===== src/rtl/rle_pixel_gen_if.sv =====
// RLE word stream between the upstream source and rle_pixel_gen.
// The master drives words; the slave returns ready and the frame-restart pulse.
interface rle_pixel_gen_if #(
    parameter int unsigned RUN_BITS   = 10,
    parameter int unsigned COLOR_BITS = 6
);
    logic [RUN_BITS+COLOR_BITS-1:0] in_data;
    logic                           in_valid;
    logic                           in_ready;
    logic                           frame_start;

    modport master (
        output in_data, in_valid,
        input  in_ready, frame_start
    );

    modport slave (
        input  in_data, in_valid,
        output in_ready, frame_start
    );
endinterface


===== src/rtl/rle_pixel_gen.sv =====
// Run-length-decoding pixel stage behind the VGA timing generator.
// Define RLE_UNDERRUN_CNT_EN to add the per-frame saturating underrun_cnt output.
module rle_pixel_gen #(
    parameter int unsigned RUN_BITS   = 10,
    parameter int unsigned COLOR_BITS = 6
) (
    input  logic                  clk,
    input  logic                  reset_n,
    input  logic                  hsync_in,
    input  logic                  vsync_in,
    input  logic                  blank,
    input  logic                  vsync_pulse,
    rle_pixel_gen_if.slave        up,
    output logic [COLOR_BITS-1:0] rgb,
    output logic                  hsync_out,
    output logic                  vsync_out,
    output logic                  underrun
`ifdef RLE_UNDERRUN_CNT_EN
    ,
    output logic [7:0]            underrun_cnt
`endif
);

    localparam int unsigned W = RUN_BITS + COLOR_BITS;

    typedef enum logic {S_SYNC, S_ACTIVE} state_t;

    state_t                state, state_n;
    logic [RUN_BITS-1:0]   cnt, cnt_n;
    logic [COLOR_BITS-1:0] col, col_n, rgb_n;
    logic                  cur_v, cur_v_n;
    logic [W-1:0]          buf_q, buf_n;
    logic                  buf_v, buf_v_n;
    logic                  underrun_n;
    logic                  pop, push, starve;
    logic [RUN_BITS-1:0]   buf_len;
    logic [COLOR_BITS-1:0] buf_col;

    assign buf_len = buf_q[W-1:COLOR_BITS];
    assign buf_col = buf_q[COLOR_BITS-1:0];

    always_comb begin
        state_n        = state;
        cnt_n          = cnt;
        col_n          = col;
        cur_v_n        = cur_v;
        buf_n          = buf_q;
        buf_v_n        = buf_v;
        rgb_n          = '0;
        underrun_n     = underrun;
        pop            = 1'b0;
        push           = 1'b0;
        starve         = 1'b0;
        up.in_ready    = 1'b0;
        up.frame_start = vsync_pulse;

        case (state)
            S_SYNC: begin
                if (vsync_pulse) state_n = S_ACTIVE;
            end
            S_ACTIVE: begin
                if (!blank) begin
                    if (cur_v) begin
                        rgb_n = col;
                        if (cnt == '0) begin
                            if (buf_v) begin
                                pop   = 1'b1;
                                cnt_n = buf_len;
                                col_n = buf_col;
                            end else begin
                                cur_v_n = 1'b0;
                            end
                        end else begin
                            cnt_n = cnt - RUN_BITS'(1);
                        end
                    end else if (buf_v) begin
                        // Fresh run shows its first pixel now, so cnt starts one lower.
                        pop   = 1'b1;
                        rgb_n = buf_col;
                        col_n = buf_col;
                        if (buf_len == '0) begin
                            cur_v_n = 1'b0;
                        end else begin
                            cnt_n   = buf_len - RUN_BITS'(1);
                            cur_v_n = 1'b1;
                        end
                    end else begin
                        starve     = 1'b1;
                        underrun_n = 1'b1;
                    end
                end

                up.in_ready = !vsync_pulse && (!buf_v || pop);
                push        = up.in_valid && up.in_ready;
                if (push) begin
                    buf_n   = up.in_data;
                    buf_v_n = 1'b1;
                end else if (pop) begin
                    buf_v_n = 1'b0;
                end

                if (vsync_pulse) begin
                    cur_v_n    = 1'b0;
                    buf_v_n    = 1'b0;
                    underrun_n = starve;
                end
            end
            default: state_n = S_SYNC;
        endcase
    end

    always_ff @(posedge clk or negedge reset_n) begin
        if (!reset_n) begin
            state     <= S_SYNC;
            cnt       <= '0;
            col       <= '0;
            cur_v     <= 1'b0;
            buf_q     <= '0;
            buf_v     <= 1'b0;
            rgb       <= '0;
            underrun  <= 1'b0;
            hsync_out <= 1'b1;
            vsync_out <= 1'b1;
        end else begin
            state     <= state_n;
            cnt       <= cnt_n;
            col       <= col_n;
            cur_v     <= cur_v_n;
            buf_q     <= buf_n;
            buf_v     <= buf_v_n;
            rgb       <= rgb_n;
            underrun  <= underrun_n;
            hsync_out <= hsync_in;
            vsync_out <= vsync_in;
        end
    end

`ifdef RLE_UNDERRUN_CNT_EN
    logic [7:0] urun, urun_n;

    assign urun_n = (starve && urun != 8'hFF) ? urun + 8'd1 : urun;

    always_ff @(posedge clk or negedge reset_n) begin
        if (!reset_n) begin
            urun         <= '0;
            underrun_cnt <= '0;
        end else if (vsync_pulse) begin
            underrun_cnt <= urun_n;
            urun         <= '0;
        end else begin
            urun <= urun_n;
        end
    end
`endif

endmodule

===== src/flat_wrapper.sv =====
// flat-port wrapper written by rule: the top's interface ports become plain ports
module rle_pixel_gen_flat 
#(
    parameter int unsigned RUN_BITS   = 10,
    parameter int unsigned COLOR_BITS = 6
)
  (clk, reset_n, hsync_in, vsync_in, blank, vsync_pulse, rgb, hsync_out, vsync_out, underrun, up_in_data, up_in_valid, up_in_ready, up_frame_start);
  rle_pixel_gen_if #(.RUN_BITS(RUN_BITS), .COLOR_BITS(COLOR_BITS)) up_i ();
  input  logic clk;
  input  logic reset_n;
  input  logic hsync_in;
  input  logic vsync_in;
  input  logic blank;
  input  logic vsync_pulse;
  output logic [COLOR_BITS-1:0] rgb;
  output logic hsync_out;
  output logic vsync_out;
  output logic underrun;
  input wire logic [$bits(up_i.in_data)-1:0] up_in_data;
  input wire logic [$bits(up_i.in_valid)-1:0] up_in_valid;
  output wire logic [$bits(up_i.in_ready)-1:0] up_in_ready;
  output wire logic [$bits(up_i.frame_start)-1:0] up_frame_start;
  assign up_i.in_data = up_in_data;
  assign up_i.in_valid = up_in_valid;
  assign up_in_ready = up_i.in_ready;
  assign up_frame_start = up_i.frame_start;
  rle_pixel_gen #(.RUN_BITS(RUN_BITS), .COLOR_BITS(COLOR_BITS)) u_core (.clk(clk), .reset_n(reset_n), .hsync_in(hsync_in), .vsync_in(vsync_in), .blank(blank), .vsync_pulse(vsync_pulse), .up(up_i), .rgb(rgb), .hsync_out(hsync_out), .vsync_out(vsync_out), .underrun(underrun));
endmodule

===== config.mk =====
export PLATFORM = sky130hd
export DESIGN_NAME = rle_pixel_gen_flat
export DESIGN_NICKNAME = d
export VERILOG_FILES = /design/src/rtl/rle_pixel_gen_if.sv /design/src/rtl/rle_pixel_gen.sv /design/src/flat_wrapper.sv
export SDC_FILE = /design/constraint.sdc
export NUM_CORES = 1
export LEC_CHECK = 0
export CORE_MARGIN = 5
export CORE_UTILIZATION = 29
export DETAILED_ROUTE_END_ITERATION = 16
export PLACE_DENSITY_LB_ADDON = 0.08
export SLEW_MARGIN = 20
export SYNTH_ARGS = -nofsm -noshare
export SYNTH_HDL_FRONTEND = slang
export SYNTH_SLANG_ARGS = --single-unit

===== constraint.sdc =====
create_clock -name clk -period 3.35 [get_ports clk]
set_clock_uncertainty 0.2 [all_clocks]
set_input_delay 0.5025 -clock clk [delete_from_list [all_inputs] [get_ports clk]]
set_output_delay 0.5025 -clock clk [all_outputs]
set_load 0.02 [all_outputs]

After elaboration in Yosys (flattened, before gate mapping)
Cells that the tools add are included.
Widths: inputs -> output; s select.
{"block": "totals", "register_bits": 44, "in_bits": 23, "output_inout_bits": 11, "elab_cells": 70}
{"block": "classes", "n_addsub": 2, "eq_ne": 6, "mux": 36, "bitwise": 1, "n_reduce_logical": 15}
{"cell": "$mux 10", "count": 5}
{"cell": "$mux 6", "count": 7}
{"cell": "$mux 1", "count": 24}
{"cell": "$logic_not 10->1", "count": 2}
{"cell": "$sub 10x1->10 const B", "count": 2}
{"cell": "$ne 2x1->1 const B", "count": 3}
{"cell": "$ne 2x2->1 const B", "count": 3}
{"cell": "$reduce_and 2->1", "count": 3}
{"cell": "$reduce_and 5->1", "count": 1}
{"cell": "$reduce_and 4->1", "count": 1}
{"cell": "$reduce_and 3->1", "count": 1}
{"cell": "$reduce_bool 3->1", "count": 1}
{"cell": "$logic_and 1x1->1", "count": 2}
{"cell": "$logic_not 1->1", "count": 2}
{"cell": "$reduce_bool 2->1", "count": 1}
{"cell": "$logic_or 1x1->1", "count": 1}
{"cell": "$not 1->1", "count": 1}

Logic depth before layout (Yosys ltp)
{"block": "logic_depth", "ltp_word": 10, "ltp_mapped": 9, "ltp_nobuf": 7}

Worst setup path after synthesis
OpenSTA, ideal clock, no wires.
{"block": "synth_timing", "kind": "register to register", "startpoint": "register u_core.cnt[7]", "endpoint": "register u_core.buf_q[0]", "setup_time_ns": 0.125, "arrival_ns": 2.210, "t_required_ns": 3.025, "path_slack_ns": 0.814, "stages_incl_launch_ff": 9, "path_buffers": 3, "synth_period_minus_slack_ns": 2.536, "path_cell_list": "dfrtp_1 -> or4_1 -> buf_2 -> o31a_1 -> o21ai_2 -> and3_1 -> buf_6 -> buf_12 -> mux2_4"}
{"block": "synth_via", "elab_chain_cells": 9}
{"item": "from (decl)", "line_no": "rle_pixel_gen.sv:29", "source": "logic [RUN_BITS-1:0] cnt, cnt_n;"}
{"item": "from (signal assigned)", "line_no": "rle_pixel_gen.sv:126", "source": "cnt <= cnt_n;"}
{"item": "$logic_not 10->1", "line_no": "rle_pixel_gen.sv:65", "source": "if (cnt == '0) begin"}
{"item": "$mux 1", "line_no": "rle_pixel_gen.sv:65"}
{"item": "$mux 1", "line_no": "rle_pixel_gen.sv:63", "source": "if (cur_v) begin"}
{"item": "$mux 1", "line_no": "rle_pixel_gen.sv:62", "source": "if (!blank) begin"}
{"item": "$mux 1", "line_no": "rle_pixel_gen.sv:57", "source": "case (state)"}
{"item": "$logic_or 1x1->1", "line_no": "rle_pixel_gen.sv:93", "source": "up.in_ready = !vsync_pulse && (!buf_v || pop);"}
{"item": "$logic_and 1x1->1", "line_no": "rle_pixel_gen.sv:93"}
{"item": "$logic_and 1x1->1", "line_no": "rle_pixel_gen.sv:94", "source": "push = up.in_valid && up.in_ready;"}
{"item": "$reduce_and 2->1 (no source line)"}
{"item": "to (signal assigned)", "line_no": "rle_pixel_gen.sv:129", "source": "buf_q <= buf_n;"}
{"item": "to (decl)", "line_no": "rle_pixel_gen.sv:32", "source": "logic [W-1:0] buf_q, buf_n;"}
No other way between the ends. The select of a mux whose other input is x is not followed.
A chain may end at the register's enable or synchronous reset.

Worst setup path after layout
{"block": "layout_timing", "startpoint": "register u_core.cnt[7]", "endpoint": "output port up_in_ready"}
{"block": "layout_via", "elab_chain_cells": 8}
{"item": "$logic_not 10->1", "line_no": "rle_pixel_gen.sv:65"}
{"item": "$mux 1", "line_no": "rle_pixel_gen.sv:65"}
{"item": "$mux 1", "line_no": "rle_pixel_gen.sv:63"}
{"item": "$mux 1", "line_no": "rle_pixel_gen.sv:62"}
{"item": "$mux 1", "line_no": "rle_pixel_gen.sv:57"}
{"item": "$logic_or 1x1->1", "line_no": "rle_pixel_gen.sv:93"}
{"item": "$logic_and 1x1->1", "line_no": "rle_pixel_gen.sv:93"}
{"item": "$mux 1", "line_no": "rle_pixel_gen.sv:57"}
{"item": "to (decl)", "line_no": "flat_wrapper.sv:21", "source": "output wire logic [$bits(up_i.in_ready)-1:0] up_in_ready;"}
No other way between the ends. The select of a mux whose other input is x is not followed.

==> metrics.txt <==
status=finished, violations left; failing checks=hold timing; Synth Instances=213; ANT nets after route=0; CTS H-Tree Depth=2; DP Wirelength=3901 um; IO Port Bufs=33; antenna violations before repair=0; Worst Setup End Kind=primary output; Arr. time, crit path=2.21 ns; Synth Register Bits=44; final setup fails=0; CTS clk-pin slew, worst paths=0.10 ns; most frequent cells in the layout=42 x dfrtp_1, 31 x clkdlybuf4s50_1, 27 x nor2_1, 12 x o21ai_0, 12 x mux2_2; Worst Path Required=2.65 ns; max_cap viols=0; Overflow after GRT=0; hold crit path type=in -> async; CTS root buf=clkbuf_8; Total GRT Usage=11.64%; Filler cells=821; Die Span Y=99.46 um; crit path buf inv count=1; EDFF count, synth=0; Post-Syn Area=2321 um2; I/O pin cnt=34; Final Critical Period=2.914 ns; register area share after synthesis=47.55%; Die X=99.46 um; maximum clock path buffer count=2; Final TNS setup=0 ns; largest net degree at the start of global routing=45; DRC Markers=0; vias in the first global route=1807; first-pass GRT wire length=9197 um; layout cells sized above 1=17.89%; Avg Cell Area, Syn=10.90 um2; power after layout=0.001644 W; initial detailed-routing violation count=55; CP delay by family, top=simple AND/OR/NAND/NOR gates; fin worst setup slack=0.4359 ns; Worst Tran Pin Value=0.6454 ns; Worst-Skew Late Latency=0.30 ns; row count=32; Via density=4.928; final critical-path share of the clock period=86.99%; post-synth net total=239; Worst VDD drop=0.1920 mV; leakage power=1.174 nW; CTS Sinks=44; CP peak stage delay=0.59 ns; setup slack, reg-to-reg=0.64 ns; CP Class=reg -> out; r2r startpoint=u_core.cnt[7]; Hold WS=-0.02310 ns; Layout Nets=271; pre-CTS WS=0.3289 ns; Die ar.=9892 um2; Core Footprint=7767 um2; Power Dens Cells=581.7 nW/um2; Finished Layout Cells=348; final wirelength=5430 um; ys flop type=dfrtp_1; Syn-to-layout area delta=21.73%; CTS buffer count=5; vias post-DR=1715; yosys synthesis warning count=0; worst-path cell chain=or4_4 -> o31a_1 -> o21ai_2 -> and2_1 -> dlymetal6s2s_1; Critical Path Start Type=register; Diodes inserted=0; DP Cell Count=340; Initial Utilization=29.88%; RSZ-0062 raised after global routing=false; fraction of registers with async set/reset=100.0%; Synth cell types=51; Crit Path Max Fanout=7; f_max=343.2 MHz; relative slew slack=56.58%; Final Max Tran Viols=0; fin util=36.37%; commonest non-fill, non-tap cell in the layout=dfrtp_1; Final Hold Fails=13; reg2reg path depth=5; RD Place Congestion=0.7983; slowest stage cell, crit path=or4_4; drt pass-1 iters=4; Reg-to-Reg End=u_core.cnt[0]; CTS tree=yes; drt wl/cell=15.60 um
-- synth_stat cells, types with 3 or more instances --
cell	n	share of area, %
mux2_2	12	5.8
o31ai_1	4	1.3
mux2_4	10	6.5
nor3_1	4	0.86
a22o_1	4	1.5
ha_1	3	1.6
o21ai_0	12	2.6
or3_1	4	1.1
xor2_1	4	1.5
nor4_1	4	1.1
or4_1	3	0.97
a22oi_1	6	1.9
mux2i_1	3	1.3
a21oi_1	5	1.1
inv_1	6	0.97
dfrtp_1	42	45
nand2_1	8	1.3
clkbuf_1	5	0.81
nor2_1	27	4.4
-- logic make-up (layout without fill, tap and decap cells) --
group                      count (synthesis)  after routing  share of synthesized area [%]
buffers and inverters                     18             51                          4.528
adders and majority gates                  3              3                          1.617
muxes                                     25             25                          13.58
DFF                                       44             44                          47.55
AOI/OAI and AO/OA                         49             49                          15.53
xor gates and xnor gates                   6              6                          2.264
and+or+nand+nor                           68             68                          14.93
-- worst max path at each step --
stage / startpoint / endpoint / slack, ns / depth (start not counted)
after floorplan: u_core.cnt[7] / u_core.buf_q[0] / 0.81 / 8
after global placement: u_core.cnt[7] / up_in_ready / 0.33 / 5
after detailed placement: u_core.cnt[7] / up_in_ready / 0.33 / 5
after CTS: u_core.cnt[7] / up_in_ready / 0.04 / 5
after global routing: u_core.cnt[7] / up_in_ready / 0.35 / 5
final: u_core.cnt[7] / up_in_ready / 0.44 / 5
-- state kept, by name, indices dropped and copies added, names as in the netlist --
signal / flops
u_core.state: 1
u_core.cur_v: 1
u_core.col: 6
u_core.buf_v: 1
u_core.rgb: 6
u_core.buf_q: 16
u_core.underrun: 1
u_core.cnt: 10
u_core.hsync_out: 1
u_core.vsync_out: 1
-- layout make-up --
type / count / area, um2 / share of cell area [%]
sequential: 44 / 1104 / 39.06
tap: 102 / 127.6 / 4.517
clock buffer: 5 / 68.82 / 2.436
inverter: 6 / 22.52 / 0.7972
clock inverter: 3 / 26.28 / 0.9300
timing repair buffer: 37 / 360.3 / 12.75
multi-input combinational: 151 / 1116 / 39.50
-- metal layers --
metal | track usage (%) | vias up | wire length, um
met5 | 0 | - | 0
met4 | 2.836 | 0 | 61
met3 | 3.015 | 8 | 203
met2 | 19.27 | 34 | 2523
met1 | 15.20 | 834 | 2642
li1 | - | 839 | -
-- metrics by stage --
stage               hold slack [ns]  cell area [um2]
floorplan                  0.006909             2321
global route                0.03809             2825
CTS                          0.2069             2820
finish                     -0.02310             2825
global placement             0.2892             2721
detailed placement           0.2860             2721
-- repair_timing --
action                     CTS  global route
gates resized for setup      1             1
hold buffers                 0             0
setup endpoints to repair    1             1
setup buffers                0             0
hold endpoints to repair     0             0
-- report_power, final --
group / total (W) / internal [W] / switching, W
Sequential: 0.000790 / 0.000658 / 0.000132
Combinational: 0.000489 / 0.000259 / 0.000230
Clock: 0.000365 / 0.000154 / 0.000211
Total: 0.00164 / 0.00107 / 0.000573
No activity file was read; power rests on OpenSTA's default activity.
